### src/rtl/ring_osc_pkg.sv
// Shared types and default parameters for the ring-oscillator frequency meter.
package ring_osc_pkg;

    typedef enum logic [1:0] {
        ST_IDLE   = 2'd0,
        ST_SETTLE = 2'd1,
        ST_GATE   = 2'd2,
        ST_DONE   = 2'd3
    } state_e;

    localparam int unsigned SETTLE_CYCLES_DEF = 8;
    localparam int unsigned GATE_CYCLES_DEF   = 100;
    localparam int unsigned CNT_WIDTH_DEF     = 16;

    function automatic int unsigned max_u(input int unsigned a, input int unsigned b);
        return (a > b) ? a : b;
    endfunction

endpackage

### src/rtl/osc_edge_sync.sv
// Brings the free-running oscillator into the clk domain and flags its rising edges.
module osc_edge_sync (
    input  logic clk,
    input  logic rst_n,
    input  logic osc_in,
    output logic rise
);

    logic s1_q;
    logic s2_q;
    logic s3_q;

    // Two metastability stages, then one history stage for edge detection.
    always_ff @(posedge clk or negedge rst_n) begin
        if (!rst_n) begin
            s1_q <= 1'b0;
            s2_q <= 1'b0;
            s3_q <= 1'b0;
        end else begin
            s1_q <= osc_in;
            s2_q <= s1_q;
            s3_q <= s2_q;
        end
    end

    assign rise = s2_q & ~s3_q;

endmodule

### src/rtl/ring_osc_meter.sv
// Enables the ring oscillator, lets it settle, counts its edges over a fixed clk window.
module ring_osc_meter
    import ring_osc_pkg::*;
#(
    parameter int unsigned SETTLE_CYCLES = SETTLE_CYCLES_DEF,
    parameter int unsigned GATE_CYCLES   = GATE_CYCLES_DEF,
    parameter int unsigned CNT_WIDTH     = CNT_WIDTH_DEF
) (
    input  logic                 clk,
    input  logic                 rst_n,
    input  logic                 start,
    input  logic                 osc_in,
    output logic                 osc_en,
    output logic                 busy,
    output logic [CNT_WIDTH-1:0] count_o,
    output logic                 valid,
    output logic                 overflow
);

    localparam int unsigned WIN_W = $clog2(max_u(SETTLE_CYCLES, GATE_CYCLES) + 1);
    localparam logic [WIN_W-1:0]     SETTLE_LAST = WIN_W'(SETTLE_CYCLES - 1);
    localparam logic [WIN_W-1:0]     GATE_LAST   = WIN_W'(GATE_CYCLES - 1);
    localparam logic [CNT_WIDTH-1:0] CNT_MAX     = '1;

    state_e               state_q,  state_d;
    logic [WIN_W-1:0]     win_q,    win_d;
    logic [CNT_WIDTH-1:0] edges_q,  edges_d;
    logic                 sat_q,    sat_d;
    logic [CNT_WIDTH-1:0] count_q,  count_d;
    logic                 ovf_q,    ovf_d;
    logic                 osc_en_q, osc_en_d;
    logic                 busy_q,   busy_d;
    logic                 valid_q,  valid_d;
    logic                 rise;

    osc_edge_sync u_sync (
        .clk    (clk),
        .rst_n  (rst_n),
        .osc_in (osc_in),
        .rise   (rise)
    );

    always_comb begin
        state_d  = state_q;
        win_d    = win_q;
        edges_d  = edges_q;
        sat_d    = sat_q;
        count_d  = count_q;
        ovf_d    = ovf_q;

        unique case (state_q)
            ST_IDLE: begin
                win_d = '0;
                if (start) state_d = ST_SETTLE;
            end
            ST_SETTLE: begin
                if (win_q == SETTLE_LAST) begin
                    win_d   = '0;
                    edges_d = '0;
                    sat_d   = 1'b0;
                    state_d = ST_GATE;
                end else begin
                    win_d = win_q + WIN_W'(1);
                end
            end
            ST_GATE: begin
                // Saturating edge count; a rise at full scale marks the result as clipped.
                if (rise) begin
                    if (edges_q == CNT_MAX) sat_d   = 1'b1;
                    else                    edges_d = edges_q + CNT_WIDTH'(1);
                end
                if (win_q == GATE_LAST) begin
                    win_d   = '0;
                    state_d = ST_DONE;
                end else begin
                    win_d = win_q + WIN_W'(1);
                end
            end
            ST_DONE: begin
                state_d = ST_IDLE;
            end
            default: begin
                state_d = ST_IDLE;
            end
        endcase

        // Outputs follow the next state so they line up with the state they describe;
        // the result takes edges_d so a rise on the final GATE cycle is included.
        osc_en_d = (state_d == ST_SETTLE) || (state_d == ST_GATE);
        busy_d   = (state_d != ST_IDLE);
        valid_d  = (state_d == ST_DONE);
        if (state_d == ST_DONE) begin
            count_d = edges_d;
            ovf_d   = sat_d;
        end
    end

    always_ff @(posedge clk or negedge rst_n) begin
        if (!rst_n) begin
            state_q  <= ST_IDLE;
            win_q    <= '0;
            edges_q  <= '0;
            sat_q    <= 1'b0;
            count_q  <= '0;
            ovf_q    <= 1'b0;
            osc_en_q <= 1'b0;
            busy_q   <= 1'b0;
            valid_q  <= 1'b0;
        end else begin
            state_q  <= state_d;
            win_q    <= win_d;
            edges_q  <= edges_d;
            sat_q    <= sat_d;
            count_q  <= count_d;
            ovf_q    <= ovf_d;
            osc_en_q <= osc_en_d;
            busy_q   <= busy_d;
            valid_q  <= valid_d;
        end
    end

    assign osc_en   = osc_en_q;
    assign busy     = busy_q;
    assign valid    = valid_q;
    assign count_o  = count_q;
    assign overflow = ovf_q;

endmodule

### config.mk
export PLATFORM = sky130hd
export DESIGN_NAME = ring_osc_meter
export DESIGN_NICKNAME = d
export VERILOG_FILES = /design/src/rtl/ring_osc_pkg.sv /design/src/rtl/osc_edge_sync.sv /design/src/rtl/ring_osc_meter.sv
export SDC_FILE = /design/constraint.sdc
export NUM_CORES = 1
export LEC_CHECK = 0
export BUFFER_PORTS_ARGS = -buffer_cell sky130_fd_sc_hd__buf_2
export CORE_AREA = 3 3 90 92
export CTS_CLUSTER_SIZE = 28
export DETAILED_ROUTE_END_ITERATION = 8
export DIE_AREA = 0 0 93 95
export PLACE_DENSITY = 0.6
export SYNTH_ARGS = -nofsm -noshare
export SYNTH_HDL_FRONTEND = slang
export SYNTH_SLANG_ARGS = --single-unit
### constraint.sdc
create_clock -name clk -period 3.05 [get_ports clk]
set_input_delay 0.7625 -clock clk [delete_from_list [all_inputs] [get_ports clk]]
set_output_delay 0.7625 -clock clk [all_outputs]
set_load 0.01 [all_outputs]
# Yosys cells after proc, flatten, opt, wreduce, memory -nomap -nowiden
# Cells that the tools add are included.
dict set report totals {
  reg_bits 49
  in_bits 4
  wordCells 44
}
dict set report classes {
  n_reduce_logical 4
  mux 15
  eq_ne 9
  bitwise 2
  addsub 2
}
# operator n
set op_table {}
lappend op_table {{2-to-1 mux 16 bit} 3}
lappend op_table {{one-hot mux 16 bit (2 select lines)} 1}
lappend op_table {{one-hot mux 7 bit (3 select lines)} 1}
lappend op_table {{adder 16 x 1 -> 16 bit (second input constant)} 1}
lappend op_table {{equality test 16 bit (second input constant)} 1}
lappend op_table {{2-to-1 mux 7 bit} 2}
lappend op_table {{equality test 2 bit (second input constant)} 4}
lappend op_table {{one-hot mux 2 bit (4 select lines)} 1}
lappend op_table {{adder 7 x 1 -> 7 bit (second input constant)} 1}
lappend op_table {{equality test 7 x 3 -> 1 bit (second input constant)} 1}
lappend op_table {{equality test 7 bit (second input constant)} 1}
lappend op_table {{2-to-1 mux 2 bit} 3}
lappend op_table {{equality test 2 x 1 -> 1 bit (second input constant)} 2}
lappend op_table {{2-to-1 mux 1 bit} 3}
lappend op_table {{nonzero test 3 bit} 1}
lappend op_table {{zero test 2 bit} 1}
lappend op_table {{one-hot mux 1 bit (2 select lines)} 1}
lappend op_table {{nonzero test 2 bit} 1}
lappend op_table {{bitwise AND 1 bit} 1}
lappend op_table {{logical OR 1 bit} 1}
lappend op_table {{NOT 1 bit} 1}

# Longest topological paths before layout
# Gate-level depths: netlist of run 1.
dict set report depth {
  depth_word 5
  depth_mapped 11
  ltp_nobuf 9
}

# By module
# From an unflattened synthesis of run 1, not the netlist that was laid out.
dict set report unflattened {
  cells_unflattened 253
  area_unflattened_um2 2517.4
}
# module area_each_um2 seq_area_each_um2 cells_per_inst n_inst
set by_module_without_submodules {}
lappend by_module_without_submodules {ring_osc_meter 2428.6 1151.1 249 1}
lappend by_module_without_submodules {osc_edge_sync 88.8 75.1 4 1}

# Worst setup path after synthesis of run 1
# No wires, ideal clock.
dict set report synth_path {
  kind {register to register}
  start {register win_q[0]}
  end {register count_q[10] (netlist: count_o[10])}
  slack_ns 0.507
  setup_time_ns 0.125
  arrival_time_ns 2.418
  period_less_slack_ns 2.543
  stages_incl_launch_ff 11
  path_cell_list {dfrtp_1 ha_1 nand4bb_1 o21ai_0 nor2_1 o22ai_1 o21ai_0 ha_1 buf_1 clkbuf_1 mux2_2}
}
dict set report synth_between {
  elab_chain_cells 4
  elab_cells_between_ends 8
  classes_between {3 x eq/ne; 5 x mux}
}
# item line
set synth_rtl {}
lappend synth_rtl {{from (decl)} ring_osc_meter.sv:26} ;# logic [WIN_W-1:0] win_q, win_d;
lappend synth_rtl {{from (signal assigned)} ring_osc_meter.sv:111} ;# win_q <= win_d;
lappend synth_rtl {{equality test 7 bit / equality test 7 x 3 -> 1 bit (equally long branches)} {ring_osc_meter.sv:72, ring_osc_meter.sv:57}}
lappend synth_rtl {{2-to-1 mux 2 bit, on equally long branches} {ring_osc_meter.sv:72, ring_osc_meter.sv:57}}
lappend synth_rtl {{one-hot mux 2 bit (4 select lines) (*)} ring_osc_meter.sv:51} ;# unique case (state_q)
lappend synth_rtl {{net state_d[0]} ring_osc_meter.sv:25} ;# state_e state_q, state_d;
lappend synth_rtl {{equality test 2 bit (*)} n/a}
lappend synth_rtl {{net valid_d} ring_osc_meter.sv:33} ;# logic valid_q, valid_d;
lappend synth_rtl {{to (signal assigned)} ring_osc_meter.sv:114} ;# count_q <= count_d;
lappend synth_rtl {{to (decl)} ring_osc_meter.sv:29} ;# logic [CNT_WIDTH-1:0] count_q, count_d;
# The timed path passes the listed nets; every way through them passes the cells marked *.
# A chain may end at the register's enable or synchronous reset.

# Worst setup path in the final report of run 1
dict set report layout_path {
  start {register win_q[0]}
  end {register count_q[15] (netlist: count_o[15])}
}
# The elaborated chain is that of the path after synthesis.

==> results by group, run 1 <==
GRT
  • Pin count of the biggest net entering global routing: 50
  • Total GRT Usage: 0.134
  • First-pass GRT wire length: 9450 um
  • Total grt overflow: 0
  • Number of global-route vias before repair: around 1.9k
  • Initial antenna violation count: 0

Synth
  • Largest cells by area after synthesis: dfrtp_1 (48%), mux2_2 (4.0%), nand2_1 (4.0%), ha_1 (3.9%), nor2_1 (3.7%)
  • Library cells used by synthesis: 52
  • Synth Cell Area: 2550 um2
  • Seq/Total Area, Yosys: 0.480
  • Yosys top cell area share: 0.480
  • Asr flop ratio synth: 1.00
  • Syn_nets: 270
  • YS warnings: 0
  • Synth Register Bits: 49
  • Cell count after synthesis: 258
  • Synth area leader: dfrtp_1
  • Top_reg_cell synth: dfrtp_1
  • Post-synth EDFFs: 0
  • Avg Cell Area, Syn: 9.90 um2

Flow run
  • Max-cap violations: 0

STA
  • Final-report hold violation count: 0
  • Setup tns final: 0 ps
  • Max Clock Skew: 8.84 ps
  • Slew @ Worst Pin: around 1100 ps
  • # setup viols final: 0
  • Final Slew Violations: 0
  • Final worst-path cycle share: 0.811
  • Min Clock Period, post-route: around 2500 ps
  • RSZ-0062 raised after global routing: no
  • Max transition margin: 0.285
  • F_max: a little over 0.4 GHz

Critical path
  • FF-to-FF path depth: 10
  • Endpoint class of the critical path: flop
  • WS Path Type: reg -> reg
  • Critical-path top delay cell: dfrtp_1
  • Worst Path Arrival: around 2700 ps
  • CP max stage delay: roughly 390 ps
  • Max FO, Critical Path: 16
  • Worst Setup SP: win_q[0]$_DFFE_PN0P_
  • CP Cell Sequence: ha_1 -> nand4bb_1 -> o21ai_0 -> nor2_1 -> o22ai_1 -> o21ai_0 -> ha_1 -> buf_4 -> and2_1 -> a31oi_1
  • Data required, critical path: 3270 ps
  • R2r startpoint: win_q[0]$_DFFE_PN0P_
  • Worst Setup Start Kind: flop

Worst hold path
  • Worst hold path type: reg -> reg
  • Hold Path Origin: u_sync.s1_q$_DFF_PN0_
  • Hold path depth: 0

Status
  • Status: completed

Final layout
  • Diodes inserted: 0
  • Layout cells sized above 1: 0.198
  • P&R area growth vs syn: 12.2%
  • Final net count: ~290

Placement
  • IO buf count: 23
  • Dpl hpwl: between 3000 and 4000 um
  • GP Congestion: 0.865

Power
  • Peak supply drop: ~0.00016 V
  • Power density cells: approximately 420 nW/um2
  • Clock network fraction of total power: 0.319
  • Flop pwr share: 0.608
  • Power Total: approximately 1200 uW
  • Psw: approximately 320 uW
  • Switching share of total power: 0.265
  • Int Pwr: ~870 uW
  • Logic pwr share: 0.073
  • Lkg Pwr: ~0.0013 uW

Routing
  • Final WL: around 5500 um
  • First-pass DRT Iterations: 4
  • Drt wl/cell: 14.4 um
  • Via count: 2,005
  • Post-route ant nets: 0
  • Vias per inst: about 5.2
  • Iter 0 DRT Violations: around 250
  • DRC: 0

Floorplan
  • Die area: 8840 um2
  • Row count: 31
  • Die Ht: ~95 um
  • Initial Util: 0.350
  • Die Wd: just over 90 um
  • Core area: around 7300 um2
  • Ports: 24

Clock network
  • Clk root buf: clkbuf_8
  • Clk sink count: between 40 and 50
  • CTS Buf Count: 5
  • Clock tree from TritonCTS: yes
  • Clock latency on the worst-skew pair: ~300 ps
  • # Post-CTS Setup Buffers: 0
  • Reg clk slew, reported paths: about 90 ps
  • Clock Tree Buf Depth: 2
  • Htree depth: 2
  • Cts hold-fix bufs: 0
  • Resized cells post-CTS: 0
[area by class of cell]
| type | count | area (um2) |
|---|---|---|
| clock buffers | 5 | 68.8 |
| fillers | 760 | 4430 |
| clock inverters | 3 | 17.5 |
| flip-flops and latches | 49 | 1230 |
| repair buffers | 28 | 153 |
| inverters | 11 | 41.3 |
| well taps | 99 | 124 |
| multi-input cells | 187 | 1230 |
[critical path, delay by kind of cell (launching register included)]
family,cells,cell delay (ps)
buf+inv,1,190
flops,1,390
compound gates,4,890
simple gates,3,470
fa+ha+maj,2,470
[cell usage in the layout, fill, tap and decap left out, types with 9 or more instances in the layout]
master,synthesis,final
dfrtp_1,49,49
nand2_1,27,27
nor2_1,25,25
buf_2,2,23
o21ai_0,16,16
a31oi_1,12,12
inv_1,11,11
nand3_1,10,10
nor3_1,9,9
nand4_1,9,9
mux2_2,9,9
[final timing paths]
path	endpoint	slack, ps
worst max-delay path	count_o[15]$_DFFE_PN0P_	580
worst min-delay path	u_sync.s2_q$_DFF_PN0_	360
worst max register to register	count_o[15]$_DFFE_PN0P_	580
worst min register to register	u_sync.s2_q$_DFF_PN0_	360
max in group asynchronous	sat_q$_DFF_PN0_	1750
min in group asynchronous	state_q[1]$_DFF_PN0_	650
[cell families after synthesis]
group,synth area share
buffers and inverters,0.0367
multiplexers,0.0554
AND/OR/NAND/NOR,0.211
adder cells (fa/ha/maj),0.0392
AO/OA/AOI/OAI,0.167
flip-flops,0.480
XOR/XNOR,0.0103
[cells in the mapped netlist (2+ instances only)]
master     number
a41oi_1         3
nand3_1        10
a2bb2oi_1       2
buf_2           2
nand4b_1        3
inv_1          11
a21oi_1         6
mux2_2          9
mux2_4          2
nor3_1          9
a31oi_1        12
o221ai_1        2
dfrtp_1        49
and2_1          3
xnor2_1         2
nor2_1         25
nand4_1         9
and3_1          3
clkbuf_1        6
nor2b_1         2
o31ai_1         3
o21a_1          2
nand2b_1        3
and4_1          4
o21ai_0        16
nand2_1        27
ha_1            8
[power by group through the flow]
stage | sequential [uW] | combinational (uW) | clock, uW
2_1_floorplan | 706 | 88.0 | 0
3_5_place_dp | 734 | 88.3 | 0
5_1_grt | 731 | 99.2 | 419
4_1_cts | 721 | 89.4 | 394
3_3_place_gp | 734 | 87.0 | 0
6_report | 723 | 87.2 | 379
[metal layers]
| metal | track usage | share of wire | up-vias |
|---|---|---|---|
| li1 | - | - | 991 |
| met1 | 0.192 | 0.51 | 958 |
| met2 | 0.200 | 0.43 | 49 |
| met3 | 0.0303 | 0.046 | 7 |
| met4 | 0.0440 | 0.015 | 0 |
| met5 | 0 | 0 | - |
[registers in the layout (all words and copies together), names as in the netlist]
signal / cells
busy: 1
count_o: 16
edges_q: 16
osc_en: 1
overflow: 1
sat_q: 1
state_q: 2
u_sync.s1_q: 1
u_sync.s2_q: 1
u_sync.s3_q: 1
valid: 1
win_q: 7
[stage by stage]
step,cell area [um2],worst slack (ps),util,instances,hold slack (ps)
floorplan,2550,507,-,258,331
global placement,2780,710,0.381,374,333
detailed placement,2780,581,0.381,374,339
CTS,2860,577,0.393,382,360
global route,2860,343,0.393,382,361
finish,2860,576,0.393,382,359
(Power assumes the default switching activity.)
==> run 2, diff against run 1 <==
==> constraint.sdc (replaced) <==
create_clock -name clk -period 2.4 [get_ports clk]
set_input_delay 0.6 -clock clk [delete_from_list [all_inputs] [get_ports clk]]
set_output_delay 0.6 -clock clk [all_outputs]
set_load 0.01 [all_outputs]
==> run 2 against run 1 <==
Compared with the run above: total power rose by 26%; final cell count rose by 1.0%; combinational power rose by 28%; critical endpoint is now count_o[9]$_DFFE_PN0P_; register-to-register slack worse by 400 ps; non-clock buffer count increased by 4; largest cell class unchanged; setup slack worse by 400 ps; final area is 2.0% higher; clock-buffer cell count rose by 1; core utilization increased by 0.77 points; first-iteration DRC count down 54%.
==> results by group, run 2 (synthesis gave the netlist of run 1 again) <==
Power
  • Power Total: 1500 uW (+26%)
  • Int Pwr: 1120 uW (+28%)
  • Psw: 388 uW (+23%)
  • Power density cells: 515 nW/um2 (+24%)
  • Clock network fraction of total power: 0.316 (-0.003)
  • Switching share of total power: 0.258 (-0.00733)
  • Lkg Pwr: 0.00136 uW (+1.7%)
  • Flop pwr share: 0.609 (about the same)
  • Peak supply drop: 0.000181 V (+16%)
  • Logic pwr share: 0.075 (+0.002)

GRT
  • Pin count of the biggest net entering global routing: 27 (-46%)
  • Number of global-route vias before repair: 1,910 (+1.9%)
  • Total GRT Usage: 0.131 (-0.00363)
  • Total grt overflow: 0 (unchanged)
  • Initial antenna violation count: 0 (unchanged)
  • First-pass GRT wire length: 9180 um (-2.8%)

Critical path
  • CP Cell Sequence: inv_1 -> ha_1 -> inv_1 -> o31ai_4 -> buf_4 -> nand2_1 -> o21ba_2 -> mux2_2
  • WS Path Type: reg -> reg
  • CP bufs+invs: 3 (+2)
  • CP max stage delay: 450 ps (+60 ps)
  • Endpoint class of the critical path: flop
  • Worst Path Arrival: 2420 ps (-280 ps)
  • Data required, critical path: 2590 ps (-680 ps)
  • CP top delay family: compound AO/OA/AOI/OAI gates
  • Most frequent CP cell: inv_1
  • Critical-path top delay cell: dfrtp_1
  • Max FO, Critical Path: 9 (-7)
  • Worst Setup Start Kind: flop

STA
  • Max Clock Skew: 7.92 ps (-0.917 ps)
  • Final worst-path cycle share: 0.928 (+0.117)
  • Min Clock Period, post-route: 2230 ps (-246 ps)
  • F_max: 0.449 GHz (+11%)
  • Setup tns final: 0 ps (unchanged)
  • Slew @ Worst Pin: 557 ps (-515 ps)
  • Final Slew Violations: 0 (unchanged)
  • Final-report hold violation count: 0 (unchanged)
  • Max transition margin: 0.629 (+0.344)
  • # setup viols final: 0 (unchanged)
  • RSZ-0062 raised after global routing: no

Placement
  • Dpl hpwl: 3920 um (-1.2%)
  • IO buf count: 23 (unchanged)
  • GP Congestion: 0.857 (-0.96%)
  • Post-DP Area: 2830 um2 (+2.0%)
  • DP Cell Count: 378 (+1.1%)

Routing
  • First-pass DRT Iterations: 4 (unchanged)
  • Post-route ant nets: 0 (unchanged)
  • Iter 0 DRT Violations: 117 (-54%)
  • Via count: 2,001 (-0.20%)
  • Vias per inst: 5.18 (-1.2%)
  • DRC: 0 (unchanged)
  • Final WL: 5350 um (-2.5%)
  • Drt wl/cell: 13.9 um (-3.5%)

Clock network
  • Clk root buf: clkbuf_8
  • Clock Tree Buf Depth: 2 (unchanged)
  • CTS Buf Count: 5 (unchanged)
  • Clock latency on the worst-skew pair: 300 ps (about the same)
  • Cts hold-fix bufs: 0 (unchanged)
  • Clk sink count: 49 (unchanged)
  • # Post-CTS Setup Buffers: 0 (unchanged)
  • Resized cells post-CTS: 0 (unchanged)
  • Reg clk slew, reported paths: 90 ps (about the same)
  • Clock tree from TritonCTS: yes
  • Htree depth: 2 (unchanged)

Final layout
  • Fill cells: 769 (+1.2%)
  • Most frequent cells in the layout: dfrtp_1 (49), nand2_1 (27), nor2_1 (25)
  • Non-Filler Instances: 386 (+1.0%)
  • Fin area: 2920 um2 (+2.0%)
  • P&R area growth vs syn: 14.4%
  • Commonest non-fill, non-tap cell in the layout: dfrtp_1
  • Diodes inserted: 0 (unchanged)
  • Final net count: 298 (+1.4%)
  • Layout cells sized above 1: 0.213 (+0.0147)
  • Core Util, Final: 0.400 (+0.00772)

Flow run
  • Max-cap violations: 0 (unchanged)

Status
  • Status: completed

Floorplan
  • Initial Util: 0.350 (unchanged)
  • Die area: 8840 um2 (unchanged)
  • Core area: 7290 um2 (unchanged)
  • Row count: 31 (unchanged)
  • Die Ht: 95 um (unchanged)
  • Ports: 24 (unchanged)
  • Die Wd: 93 um (unchanged)

Worst hold path
  • Worst hold path type: in -> async
-- run 2: cell count changes in the layout (fill, tap and decap cells not counted) --
cell        delta
buf_12         +2
buf_4          +2
clkbuf_1       +1
clkinvlp_4     -1
ha_1           -2
ha_2           +2
o21ai_0        -2
o21ai_1        +2
-- run 2: metal layers --
layer,track usage,up-vias,part of all wire
met5,0,-,0
met4,0.0488,0,0.012
met3,0.0255,5,0.036
met2,0.209,27,0.46
met1,0.175,974,0.49
li1,-,995,-
-- run 2: path summary, 6_finish.rpt --
check,slack (ps),startpoint,end,depth (start not counted)
setup / recovery,170,state_q[0]$_DFF_PN0_,count_o[9]$_DFFE_PN0P_,8
hold / removal,270,rst_n,edges_q[13]$_DFF_PN0_,1
max in group asynchronous,1590,rst_n,count_o[1]$_DFFE_PN0P_,2
min in group clk,350,u_sync.s1_q$_DFF_PN0_,u_sync.s2_q$_DFF_PN0_,0
setup reg to reg,170,state_q[0]$_DFF_PN0_,count_o[9]$_DFFE_PN0P_,8
hold reg to reg,350,u_sync.s1_q$_DFF_PN0_,u_sync.s2_q$_DFF_PN0_,0
-- run 2: power by group through the flow --
stage	combinational, uW	sequential (uW)	clock [uW]
2_1_floorplan	112	897	0
3_3_place_gp	116	932	0
3_5_place_dp	117	932	0
4_1_cts	116	916	495
5_1_grt	131	923	530
6_report	112	917	475
-- run 2: metrics by stage --
step                hold slack, ps  worst slack (ps)
detailed placement             337               152
floorplan                      304              97.2
finish                         275               172
CTS                            288               102
global route                   311              22.7
global placement               333               189
-- run 2: final cells by class --
type	count	area (um2)	area share
tap	99	124	0.0424
inverter	11	41.3	0.0141
sequential	49	1230	0.420
clock buffer	6	72.6	0.0249
timing repair buffer	32	208	0.0711
clock inverter	2	10.0	0.00343
multi-input combinational	187	1240	0.424
==> run 3, diff against run 2 <==
--- a/config.mk
+++ b/config.mk
@@ -6,11 +6,12 @@
 export NUM_CORES = 1
 export LEC_CHECK = 0
 export BUFFER_PORTS_ARGS = -buffer_cell sky130_fd_sc_hd__buf_2
-export CORE_AREA = 3 3 90 92
+export CORE_AREA = 2 2 89 91
 export CTS_CLUSTER_SIZE = 28
 export DETAILED_ROUTE_END_ITERATION = 8
-export DIE_AREA = 0 0 93 95
+export DIE_AREA = 0 0 91 93
 export PLACE_DENSITY = 0.6
+export SKIP_LAST_GASP = 1
 export SYNTH_ARGS = -nofsm -noshare
 export SYNTH_HDL_FRONTEND = slang
 export SYNTH_SLANG_ARGS = --single-unit
==> constraint.sdc (replaced) <==
create_clock -name clk -period 2.05 [get_ports clk]
set_input_delay 0.5125 -clock clk [delete_from_list [all_inputs] [get_ports clk]]
set_output_delay 0.5125 -clock clk [all_outputs]
set_load 0.01 [all_outputs]
==> run 3 against run 2 <==
Compared with the run above: critical path depth fell by 1; highest routed layer unchanged; core utilization is 3.9 points higher; final cell count up 9.6%; setup slack got worse by 130 ps; combinational power up 23%; via count rose by 6.4%; clock-buffer cell count did not move; register-to-register slack worse by 130 ps; global-route usage grew 1.6 points; critical path type unchanged; die area is 4.2% lower; total power grew 18%.
==> results by group, run 3 (synthesis gave the netlist of run 1 again) <==
Critical path
  • Data required, critical path: 2240 ps (-350 ps)
  • Most frequent CP cell: mux2_4
  • WS Path Type: reg -> reg
  • CP Cell Sequence: ha_4 -> nand4bb_4 -> buf_6 -> o31ai_4 -> o221ai_4 -> mux2_4 -> mux2_4
  • Worst Setup Start Kind: flop
  • CP top delay family: multiplexers
  • Max FO, Critical Path: 4 (-5)
  • CP bufs+invs: 1 (-2)
  • Worst Path Arrival: 2200 ps (-220 ps)
  • Critical-path top delay cell: dfrtp_1
  • Endpoint class of the critical path: flop
  • CP max stage delay: 400 ps (-50 ps)

Clock network
  • Clk root buf: clkbuf_8
  • Reg clk slew, reported paths: 90 ps (about the same)
  • CTS Buf Count: 5 (unchanged)
  • Clock latency on the worst-skew pair: 310 ps (about the same)
  • Cts hold-fix bufs: 0 (unchanged)
  • Clk sink count: 49 (unchanged)
  • Htree depth: 2 (unchanged)
  • Clock Tree Buf Depth: 2 (unchanged)
  • Clock tree from TritonCTS: yes

Final layout
  • Final net count: 332 (+11%)
  • Diodes inserted: 0 (unchanged)
  • P&R area growth vs syn: 29.4%
  • Most frequent cells in the layout: dfrtp_1 (48), buf_4 (38), nand2_1 (26)
  • Fill cells: 745 (-3.1%)
  • Commonest non-fill, non-tap cell in the layout: dfrtp_1
  • Layout cells sized above 1: 0.368 (+0.155)
  • Reg area: 1230 um2 (+0.10%)
  • Non-Filler Instances: 423 (+9.6%)
  • Footprint of the multi-input gates: 1370 um2 (+10%)

Power
  • Lkg Pwr: 0.00155 uW (+14%)
  • Power density cells: 537 nW/um2 (+4.3%)
  • Power Total: 1770 uW (+18%)
  • Peak supply drop: 0.000199 V (+9.9%)

STA
  • Max Clock Skew: 11.5 ps (+3.55 ps)
  • Final worst-path cycle share: 0.979 (+0.0511)
  • Slew @ Worst Pin: 471 ps (-86.1 ps)
  • F_max: 0.498 GHz (+11%)
  • Setup tns final: 0 ps (unchanged)
  • Min Clock Period, post-route: 2010 ps (-220 ps)
  • Hold WS: 144 ps (-131 ps)
  • # setup viols final: 0 (unchanged)
  • Max transition margin: 0.686 (+0.0574)
  • RSZ-0062 raised after global routing: yes
  • Final setup margin: 42.1 ps (-130 ps)
  • Final Slew Violations: 0 (unchanged)
  • Final-report hold violation count: 0 (unchanged)

Routing
  • Drt wl/cell: 14.3 um (+3.0%)
  • Via count: 2,129 (+6.4%)
  • DRC: 0 (unchanged)
  • Final WL: 6040 um (+13%)
  • First-pass DRT Iterations: 4 (unchanged)
  • Post-route ant nets: 0 (unchanged)
  • Iter 0 DRT Violations: 160 (+37%)
  • Vias per inst: 5.03 (-2.9%)

Floorplan
  • Initial Util: 0.339 (-0.0109)
  • Die Ht: 93 um (-2.1%)
  • Die area: 8460 um2 (-4.2%)
  • Die Wd: 91 um (-2.2%)
  • Core area: 7530 um2 (+3.2%)
  • Row count: 32 (+3.2%)
  • Ports: 24 (unchanged)

GRT
  • First-pass GRT wire length: 10,000 um (+9.4%)
  • Total grt overflow: 0 (unchanged)
  • Initial antenna violation count: 0 (unchanged)
  • Pin count of the biggest net entering global routing: 22 (-19%)
  • Number of global-route vias before repair: 2,088 (+9.3%)
  • Total GRT Usage: 0.146 (+0.0156)

Placement
  • IO buf count: 23 (unchanged)
  • GP Congestion: 0.892 (+4.2%)
  • DP Cell Count: 409 (+8.2%)
  • Dpl hpwl: 4390 um (+12%)
  • Dpl ws: -87.5 ps (-240 ps)

Flow run
  • Max-cap violations: 0 (unchanged)

Worst hold path
  • Worst hold path type: in -> async

Status
  • Status: completed
## run 3: changes by cell type in the layout (fill, tap and decap cells not counted), sizes merged
cell,before,now
buf,32,66
## run 3: through the flow
step | area (um2) | utilization
after global placement | 3060 | 0.407
after detailed placement | 3060 | 0.407
after global routing | 3300 | 0.439
after floorplan | 2610 | -
final | 3300 | 0.439
after CTS | 3200 | 0.425
## run 3: cell type report
cell class | count | share of cell area
clock inverter | 2 | 0.00303
inverter | 11 | 0.0125
tap | 102 | 0.0386
timing repair buffer | 66 | 0.139
sequential | 49 | 0.371
clock buffer | 6 | 0.0220
multi-input combinational | 187 | 0.413
## run 3: worst reg2reg max path, cell delays in order, from the launching register on
cell and delay, ps:
dfrtp_1 400, ha_4 170, nand4bb_4 130, buf_6 150
o31ai_4 320, o221ai_4 180, mux2_4 290, mux2_4 250
## run 3: what timing repair did
item | in CTS | in global routing
pin swaps | 0 | 7
setup buffers | 3 | 3
gates resized for setup | 4 | 27
endpoints found under the setup margin | 17 | 21
cloned | 0 | 0
## run 3: power breakdown
group          total [uW]  internal, uW  switching, uW
Combinational         138          62.2           75.8
Clock                 557           237            320
Sequential           1080          1010           71.5
## run 3: worst paths after layout
check / to / slack [ps] / depth (start not counted) / from
setup / recovery: count_o[0]$_DFFE_PN0P_ / 40 / 7 / win_q[0]$_DFFE_PN0P_
hold / removal: count_o[13]$_DFFE_PN0P_ / 140 / 1 / rst_n
setup reg to reg: count_o[0]$_DFFE_PN0P_ / 40 / 7 / win_q[0]$_DFFE_PN0P_
hold reg to reg: u_sync.s2_q$_DFF_PN0_ / 360 / 0 / u_sync.s1_q$_DFF_PN0_
max in group asynchronous: state_q[0]$_DFF_PN0_ / 1290 / 2 / rst_n
min in group clk: u_sync.s1_q$_DFF_PN0_ / 310 / 1 / osc_in
## run 3: per-layer routing
metal / track usage / wire length (um) / vias to the layer above
li1: - / - / 1060
met1: 0.201 / 2940 / 1021
met2: 0.233 / 2810 / 38
met3: 0.0250 / 171 / 10
met4: 0.0530 / 116 / 0
met5: 0 / 0 / -
